File: config.mk
export PLATFORM = sky130hd
export DESIGN_NAME = mmio_fifo_bridge
export DESIGN_NICKNAME = d
export VERILOG_FILES = /design/src/rtl/mmio_pkg.sv /design/src/rtl/mmio_sync_fifo.sv /design/src/rtl/mmio_fifo_bridge.sv
export SDC_FILE = /design/constraint.sdc
export NUM_CORES = 1
export LEC_CHECK = 0
export BUFFER_PORTS_ARGS = -buffer_cell sky130_fd_sc_hd__buf_2
export CAP_MARGIN = 25
export CORE_MARGIN = 1.5
export CORE_UTILIZATION = 54
export DETAILED_ROUTE_END_ITERATION = 8
export GPL_ROUTABILITY_DRIVEN = 0
export PLACE_DENSITY = 0.78
export SLEW_MARGIN = 10
export SYNTH_ARGS = -nofsm -noshare
export SYNTH_HDL_FRONTEND = slang
export SYNTH_SLANG_ARGS = --single-unit
File: constraint.sdc
create_clock -name clk -period 3.8 [get_ports clk]
set_input_delay 0.76 -clock clk [delete_from_list [all_inputs] [get_ports clk]]
set_output_delay 0.76 -clock clk [all_outputs]
set_load 0.005 [all_outputs]
File: src/rtl/mmio_pkg.sv
// mmio_pkg: shared definitions for the MMIO FIFO bridge.
//   - register offsets (addr_in[3:0])
//   - CTRL bit layout (as a packed struct and as bit indices)
//   - STATUS bit indices and count-field positions
package mmio_pkg;

   // Register offsets
   localparam logic [3:0] OFF_CTRL    = 4'h0;
   localparam logic [3:0] OFF_TX_DATA = 4'h4;
   localparam logic [3:0] OFF_RX_DATA = 4'h8;
   localparam logic [3:0] OFF_STATUS  = 4'hC;

   // CTRL bit indices
   localparam int unsigned CTRL_ENABLE   = 0;
   localparam int unsigned CTRL_TX_FLUSH = 1;
   localparam int unsigned CTRL_RX_FLUSH = 2;
   localparam int unsigned CTRL_IRQ_EN   = 3;

   // Packed so that a 4-bit CTRL write maps directly onto the register
   typedef struct packed {
      logic irq_en;
      logic rx_flush;
      logic tx_flush;
      logic enable;
   } ctrl_t;

   // STATUS bit indices
   localparam int unsigned STAT_TX_FULL  = 0;
   localparam int unsigned STAT_TX_EMPTY = 1;
   localparam int unsigned STAT_RX_FULL  = 2;
   localparam int unsigned STAT_RX_EMPTY = 3;
   localparam int unsigned STAT_TX_OVF   = 4;
   localparam int unsigned STAT_RX_UDF   = 5;
   localparam int unsigned STAT_RX_OVF   = 6;

   // STATUS count fields
   localparam int unsigned STAT_TX_CNT_LSB = 8;
   localparam int unsigned STAT_RX_CNT_LSB = 16;
   localparam int unsigned STAT_CNT_W      = 8;

endpackage

File: src/rtl/mmio_sync_fifo.sv
// mmio_sync_fifo: single-clock FIFO with flush.
//   clk, rst          : clock, asynchronous active-low reset
//   i_push, i_data    : push request and data (dropped when full unless popping too)
//   i_pop             : pop request (ignored when empty)
//   i_flush           : empty the FIFO; overrides push and pop
//   o_head            : data at the read pointer
//   o_full, o_empty   : occupancy flags
//   o_count           : number of stored entries
module mmio_sync_fifo #(
   parameter int unsigned DATA_W = 32,
   parameter int unsigned DEPTH  = 8
) (
   input  logic                   clk,
   input  logic                   rst,
   input  logic                   i_push,
   input  logic [DATA_W-1:0]      i_data,
   input  logic                   i_pop,
   input  logic                   i_flush,
   output logic [DATA_W-1:0]      o_head,
   output logic                   o_full,
   output logic                   o_empty,
   output logic [$clog2(DEPTH):0] o_count
);

   localparam int unsigned AW = $clog2(DEPTH);
   localparam logic [AW:0] FULL_CNT = (AW + 1)'(DEPTH);

   logic [DATA_W-1:0] r_mem [DEPTH];
   logic [AW-1:0]     r_wptr;
   logic [AW-1:0]     r_rptr;
   logic [AW:0]       r_count;
   logic              w_push;
   logic              w_pop;

   assign o_full  = (r_count == FULL_CNT);
   assign o_empty = (r_count == '0);
   assign o_count = r_count;
   assign o_head  = r_mem[r_rptr];

   assign w_pop  = i_pop && !o_empty;
   // A pop in the same cycle frees the slot, so a push into a full FIFO is still taken
   assign w_push = i_push && (!o_full || w_pop);

   // Pointers wrap naturally since DEPTH is a power of two
   always_ff @(posedge clk or negedge rst) begin
      if (!rst) begin
         r_wptr  <= '0;
         r_rptr  <= '0;
         r_count <= '0;
      end else if (i_flush) begin
         r_wptr  <= '0;
         r_rptr  <= '0;
         r_count <= '0;
      end else begin
         if (w_push) r_wptr <= r_wptr + 1'b1;
         if (w_pop)  r_rptr <= r_rptr + 1'b1;
         if (w_push && !w_pop) begin
            r_count <= r_count + 1'b1;
         end else if (!w_push && w_pop) begin
            r_count <= r_count - 1'b1;
         end
      end
   end

   // Storage is not reset
   always_ff @(posedge clk) begin
      if (w_push && !i_flush) r_mem[r_wptr] <= i_data;
   end

endmodule

File: src/rtl/mmio_fifo_bridge.sv
// mmio_fifo_bridge: MMIO register block bridging a TX and an RX FIFO to valid/ready streams.
//   clk, rst                       : clock, asynchronous active-low reset
//   addr_in, data_in, wr_in, rd_in : MMIO access (selected by addr_in[SEL_BIT])
//   data_out, rd_valid_out         : read data, valid one cycle after a selected read
//   tx_valid_out/tx_data_out/tx_ready_in : TX stream (drains the TX FIFO)
//   rx_valid_in/rx_data_in/rx_ready_out  : RX stream (fills the RX FIFO)
//   irq_out                        : registered level interrupt
module mmio_fifo_bridge
   import mmio_pkg::*;
#(
   parameter int unsigned DATA_W  = 32,
   parameter int unsigned DEPTH   = 8,
   parameter int unsigned SEL_BIT = 15
) (
   input  logic              clk,
   input  logic              rst,
   input  logic [31:0]       addr_in,
   input  logic [DATA_W-1:0] data_in,
   input  logic              wr_in,
   input  logic              rd_in,
   output logic [DATA_W-1:0] data_out,
   output logic              rd_valid_out,
   output logic              tx_valid_out,
   output logic [DATA_W-1:0] tx_data_out,
   input  logic              tx_ready_in,
   input  logic              rx_valid_in,
   input  logic [DATA_W-1:0] rx_data_in,
   output logic              rx_ready_out,
   output logic              irq_out
);

   localparam int unsigned CW = $clog2(DEPTH) + 1;

   ctrl_t             r_ctrl;
   logic              r_tx_ovf;
   logic              r_rx_udf;
   logic              r_rx_ovf;
   logic [DATA_W-1:0] r_data_out;
   logic              r_rd_valid;
   logic              r_irq;

   logic              w_unused;
   logic [3:0]        w_off;
   logic              w_wr;
   logic              w_rd;
   logic              w_tx_push;
   logic              w_tx_pop;
   logic              w_rx_push;
   logic              w_rx_rd;
   logic              w_stat_wr;
   logic              w_tx_full;
   logic              w_tx_empty;
   logic              w_rx_full;
   logic              w_rx_empty;
   logic [CW-1:0]     w_tx_count;
   logic [CW-1:0]     w_rx_count;
   logic [DATA_W-1:0] w_rx_head;
   logic [31:0]       w_status;
   logic [DATA_W-1:0] w_rdata;
   logic              w_tx_ovf_set;
   logic              w_rx_udf_set;
   logic              w_rx_ovf_set;

   assign w_unused = ^addr_in;

   assign w_off = addr_in[3:0];
   assign w_wr  = wr_in && addr_in[SEL_BIT];
   assign w_rd  = rd_in && addr_in[SEL_BIT];

   assign w_tx_push = w_wr && (w_off == OFF_TX_DATA);
   assign w_rx_rd   = w_rd && (w_off == OFF_RX_DATA);
   assign w_stat_wr = w_wr && (w_off == OFF_STATUS);

   assign tx_valid_out = r_ctrl.enable && !w_tx_empty;
   assign w_tx_pop     = tx_valid_out && tx_ready_in;
   assign rx_ready_out = r_ctrl.enable && !w_rx_full;
   assign w_rx_push    = rx_valid_in && rx_ready_out;

   assign w_tx_ovf_set = w_tx_push && w_tx_full && !w_tx_pop;
   assign w_rx_udf_set = w_rx_rd && w_rx_empty;
   assign w_rx_ovf_set = rx_valid_in && r_ctrl.enable && w_rx_full;

   mmio_sync_fifo #(
      .DATA_W (DATA_W),
      .DEPTH  (DEPTH)
   ) u_tx_fifo (
      .clk     (clk),
      .rst     (rst),
      .i_push  (w_tx_push),
      .i_data  (data_in),
      .i_pop   (w_tx_pop),
      .i_flush (r_ctrl.tx_flush),
      .o_head  (tx_data_out),
      .o_full  (w_tx_full),
      .o_empty (w_tx_empty),
      .o_count (w_tx_count)
   );

   mmio_sync_fifo #(
      .DATA_W (DATA_W),
      .DEPTH  (DEPTH)
   ) u_rx_fifo (
      .clk     (clk),
      .rst     (rst),
      .i_push  (w_rx_push),
      .i_data  (rx_data_in),
      .i_pop   (w_rx_rd),
      .i_flush (r_ctrl.rx_flush),
      .o_head  (w_rx_head),
      .o_full  (w_rx_full),
      .o_empty (w_rx_empty),
      .o_count (w_rx_count)
   );

   always_comb begin
      w_status = '0;
      w_status[STAT_TX_FULL]  = w_tx_full;
      w_status[STAT_TX_EMPTY] = w_tx_empty;
      w_status[STAT_RX_FULL]  = w_rx_full;
      w_status[STAT_RX_EMPTY] = w_rx_empty;
      w_status[STAT_TX_OVF]   = r_tx_ovf;
      w_status[STAT_RX_UDF]   = r_rx_udf;
      w_status[STAT_RX_OVF]   = r_rx_ovf;
      w_status[STAT_TX_CNT_LSB +: CW] = w_tx_count;
      w_status[STAT_RX_CNT_LSB +: CW] = w_rx_count;
   end

   // Read mux sees pre-write state, so a same-cycle write never leaks into the read
   always_comb begin
      w_rdata = '0;
      case (w_off)
         OFF_CTRL:    w_rdata[3:0]  = r_ctrl;
         OFF_RX_DATA: if (!w_rx_empty) w_rdata = w_rx_head;
         OFF_STATUS:  w_rdata[31:0] = w_status;
         default:     w_rdata = '0;
      endcase
   end

   always_ff @(posedge clk or negedge rst) begin
      if (!rst) begin
         r_ctrl     <= '0;
         r_tx_ovf   <= 1'b0;
         r_rx_udf   <= 1'b0;
         r_rx_ovf   <= 1'b0;
         r_data_out <= '0;
         r_rd_valid <= 1'b0;
         r_irq      <= 1'b0;
      end else begin
         if (w_wr && (w_off == OFF_CTRL)) begin
            r_ctrl <= ctrl_t'(data_in[3:0]);
         end else begin
            // Flush bits last exactly one cycle
            r_ctrl.tx_flush <= 1'b0;
            r_ctrl.rx_flush <= 1'b0;
         end

         // Write-1-to-clear; a same-cycle set wins
         r_tx_ovf <= w_tx_ovf_set | (r_tx_ovf & ~(w_stat_wr & data_in[STAT_TX_OVF]));
         r_rx_udf <= w_rx_udf_set | (r_rx_udf & ~(w_stat_wr & data_in[STAT_RX_UDF]));
         r_rx_ovf <= w_rx_ovf_set | (r_rx_ovf & ~(w_stat_wr & data_in[STAT_RX_OVF]));

         r_rd_valid <= w_rd;
         if (w_rd) r_data_out <= w_rdata;

         r_irq <= r_ctrl.irq_en & (!w_rx_empty | r_tx_ovf | r_rx_udf | r_rx_ovf);
      end
   end

   assign data_out     = r_data_out;
   assign rd_valid_out = r_rd_valid;
   assign irq_out      = r_irq;

endmodule

==> metrics.txt <==
average wire per standard cell=24.07 um; commonest cells in the netlist=edfxtp_1, mux4_2, dfrtp_1; Slew @ Worst Pin=1030 ps; post-synth design cell area=22,110 um2; CP Depth=4; clock root cell=clkbuf_16; cell with the largest stage delay on the worst path=mux4_2; top post-synthesis cells by area=edfxtp_1, mux4_2, dfrtp_1, mux2_2, mux2i_1; wire length of the first global-routing pass=66.23 mm; number of cells on the worst reg-to-reg path=10; total number of vias=10,650; Cell Pwr Density=628.4 nW/um2; relative contribution of combinational cells to total power=19.4%; cell-by-cell listing of the critical path=buf_12 > mux4_2 > mux2_2 > buf_2; total length of routed wires=43.71 mm; leading cell type by number of instances after synthesis=edfxtp_1; initial antenna violation count=8; Leakage Power=8.543 nW; RSZ-0062 raised after global routing=no; Num Clock Sinks=573; crit path capture type=primary output; Slew Limit Fails=0; Largest delay share family, worst path=multiplexers; Fill cells=2,656; cell count after synthesis=1,054; setup bufs post-CTS=0; FF-to-FF End=u_tx_fifo.o_count[3]; number of gates resized after cts=0; number of global-route vias before repair=11,320; placed wire-length estimate=25.17 mm; buffer levels on the longest clock path=3; height of the die=205.3 um; Final Hold Viols=0; Hold Crit Class=input port to asynchronous set/reset pin; cell type with the highest aggregate area in the netlist=edfxtp_1; clock-pin slew of the registers on the worst-case setup and hold paths=60 ps; final clock period utilization by the worst path=88.42%; Data arrival, critical path=2600 ps; die area=42,160 um2; standard cell area after detailed placement=23,850 um2; Worst IR Drop VDD=0.4121 mV; number of buffers created by CTS=55; r2r setup slk=1070 ps; port buffer count=142; remaining max-slew budget at the tightest pin=31.34%; pin count of the biggest net entering global routing=65; via/cell ratio=5.862; internal portion of total power=12.10 mW; DRC Markers=0; Critical Path RT=3040 ps; fraction of power consumed by sequential logic=46.4%; maximum operating frequency=297.6 MHz; sequential-to-total area share from yosys stat=76.45%; Crit Path Category=flip-flop to primary output; global-route usage over all layers=21.44%; fin area=25,710 um2; Post-synth ARST share=10.65%; Worst Path Max Fanout=63; Final #Nets=1,353; number of placement rows=73; Max Clock Skew=15.19 ps; number of buffer and inverter instances along the worst setup path=2; number of warning messages in the yosys log=0; DRT antenna net count=0; number of violations reported at the end of detailed-routing iteration 0=729; number of maximum-capacitance violations=0; portion of total power attributed to the clock network=34.2%; startpoint kind of the worst setup timing path=flip-flop; fraction of power spent switching nets=25.07%; most frequently used flop master after synthesis=edfxtp_1; initial core utilization=55.13%; status=completed; mean instance size in the synthesized netlist=20.97 um2; area share of the largest cell type after synthesis=69.55%; die width=205.3 um; clock latency on the worst-skew pair=610 ps; longest individual stage delay on the worst path=600 ps; startpoint of the most critical register-to-register path=u_tx_fifo.o_count[1]; clock tree from TritonCTS=built; setup-violating endpoint count in the final report=0; DRT Pass-1 Iters=4; net switching power of the design=4.049 mW; GRT Residual Overflow=0; I/O pin count=170; area delta synth->final=16.29%; smallest hold slack=201.5 ps; area inside the core boundary=40,100 um2; layout cell share with drive strength beyond 1=35.17%; number of enable-type register cells in the synthesized netlist=512; register bit total from synthesis=573; final critical-path required period=3360 ps; post-synthesis net count=1,166; number of unique standard cell types used by synthesis=51; number of H-tree levels=2; number of buffers added to fix hold violations after cts=0
==> registers in the layout, indices dropped and copies added (netlist names), 4 cells and up <==
register           flops
u_tx_fifo.o_count      4
data_out              32
r_ctrl                 4
u_tx_fifo.r_mem      256
u_rx_fifo.o_count      4
u_rx_fifo.r_mem      256
==> through the flow <==
stage	std cells	TNS [ps]	total power, mW	worst slack, ps	util, %
after floorplan	1054	-5661	9.776	-63.79	-
after global placement	1709	0	10.74	485.3	59.47
after detailed placement	1709	0	10.82	464.0	59.47
after CTS	1813	0	16.34	382.2	64.09
after global routing	1813	0	16.82	313.5	64.09
final	1816	0	16.15	440.2	64.11
==> layout make-up <==
type | count | area (um2) | area share (%)
Inverter | 8 | 31.28 | 0.1217
Clock inverter | 30 | 365.4 | 1.421
Tap cell | 525 | 656.9 | 2.555
Clock buffer | 74 | 1488 | 5.787
Timing Repair Buffer | 177 | 1136 | 4.419
Sequential cell | 573 | 16910 | 65.79
Antenna cell | 3 | 7.507 | 0.02920
Multi-Input combinational cell | 426 | 5110 | 19.88
==> kinds of logic after synthesis <==
family / synth area share [%]
and+or+nand+nor: 2.988
xor gates and xnor gates: 0.4698
DFF: 76.45
AOI/OAI and AO/OA: 1.873
buffers and inverters: 1.019
muxes: 16.56
adders and majority gates: 0.6339
==> power groups by stage <==
stage                     sequential (mW)  clock, mW  combinational, mW
final                                7.50       5.52               3.13
after global routing                 7.55       5.86               3.41
after CTS                            7.51       5.63               3.21
after detailed placement             7.63          0               3.18
after global placement               7.62          0               3.11
after floorplan                      7.40          0               2.37
==> how the worst max path moves through the flow <==
stage	to	start	slack [ps]
final	tx_data_out[5]	u_tx_fifo.r_rptr[0]	440
after global routing	tx_data_out[5]	u_tx_fifo.r_rptr[0]	310
after CTS	tx_data_out[5]	u_tx_fifo.r_rptr[0]	380
after detailed placement	u_tx_fifo.o_count[3]	addr_in[1]	460
after global placement	u_tx_fifo.o_count[3]	addr_in[1]	490
after floorplan	u_tx_fifo.r_mem[6][0]	addr_in[1]	-60
==> worst register-to-register path: stages (launching register included) <==
cell,delay (ps)
dfrtp_1,460
nor4_1,310
buf_4,180
nor2_1,100
or3_4,430
ha_1,290
a21o_1,170
a21oi_1,250
nand2_1,70
or3_1,310
nand4_1,90
==> metal layers <==
metal	vias to the layer above	wire length [um]	GRT usage (%)	part of all wire (%)
met3	75	2560	4.355	5.9
met4	12	955	6.674	2.2
met5	-	84	0	0.19
met2	297	22700	37.26	52
met1	5586	17400	27.30	40
li1	4675	-	-	-
==> placed cells by master (no fill, tap or decap), drive strengths merged, types with 3 or more instances in the layout <==
| cell type | instances |
|---|---|
| nor2 | 56 |
| xnor2 | 6 |
| bufinv | 7 |
| nor4b | 3 |
| or3 | 4 |
| nor4 | 3 |
| clkinvlp | 3 |
| clkbuf | 74 |
| nand2b | 4 |
| inv | 10 |
| clkinv | 18 |
| mux2 | 38 |
| o21ai | 23 |
| and2 | 3 |
| xor2 | 5 |
| o21a | 4 |
| nor3 | 5 |
| edfxtp | 512 |
| a221oi | 4 |
| ha | 8 |
| nor2b | 3 |
| mux2i | 35 |
| nand4 | 4 |
| mux4 | 128 |
| buf | 177 |
| nand2 | 40 |
| dfrtp | 61 |
| a21oi | 28 |
| diode | 3 |
(Power assumes the default switching activity.)
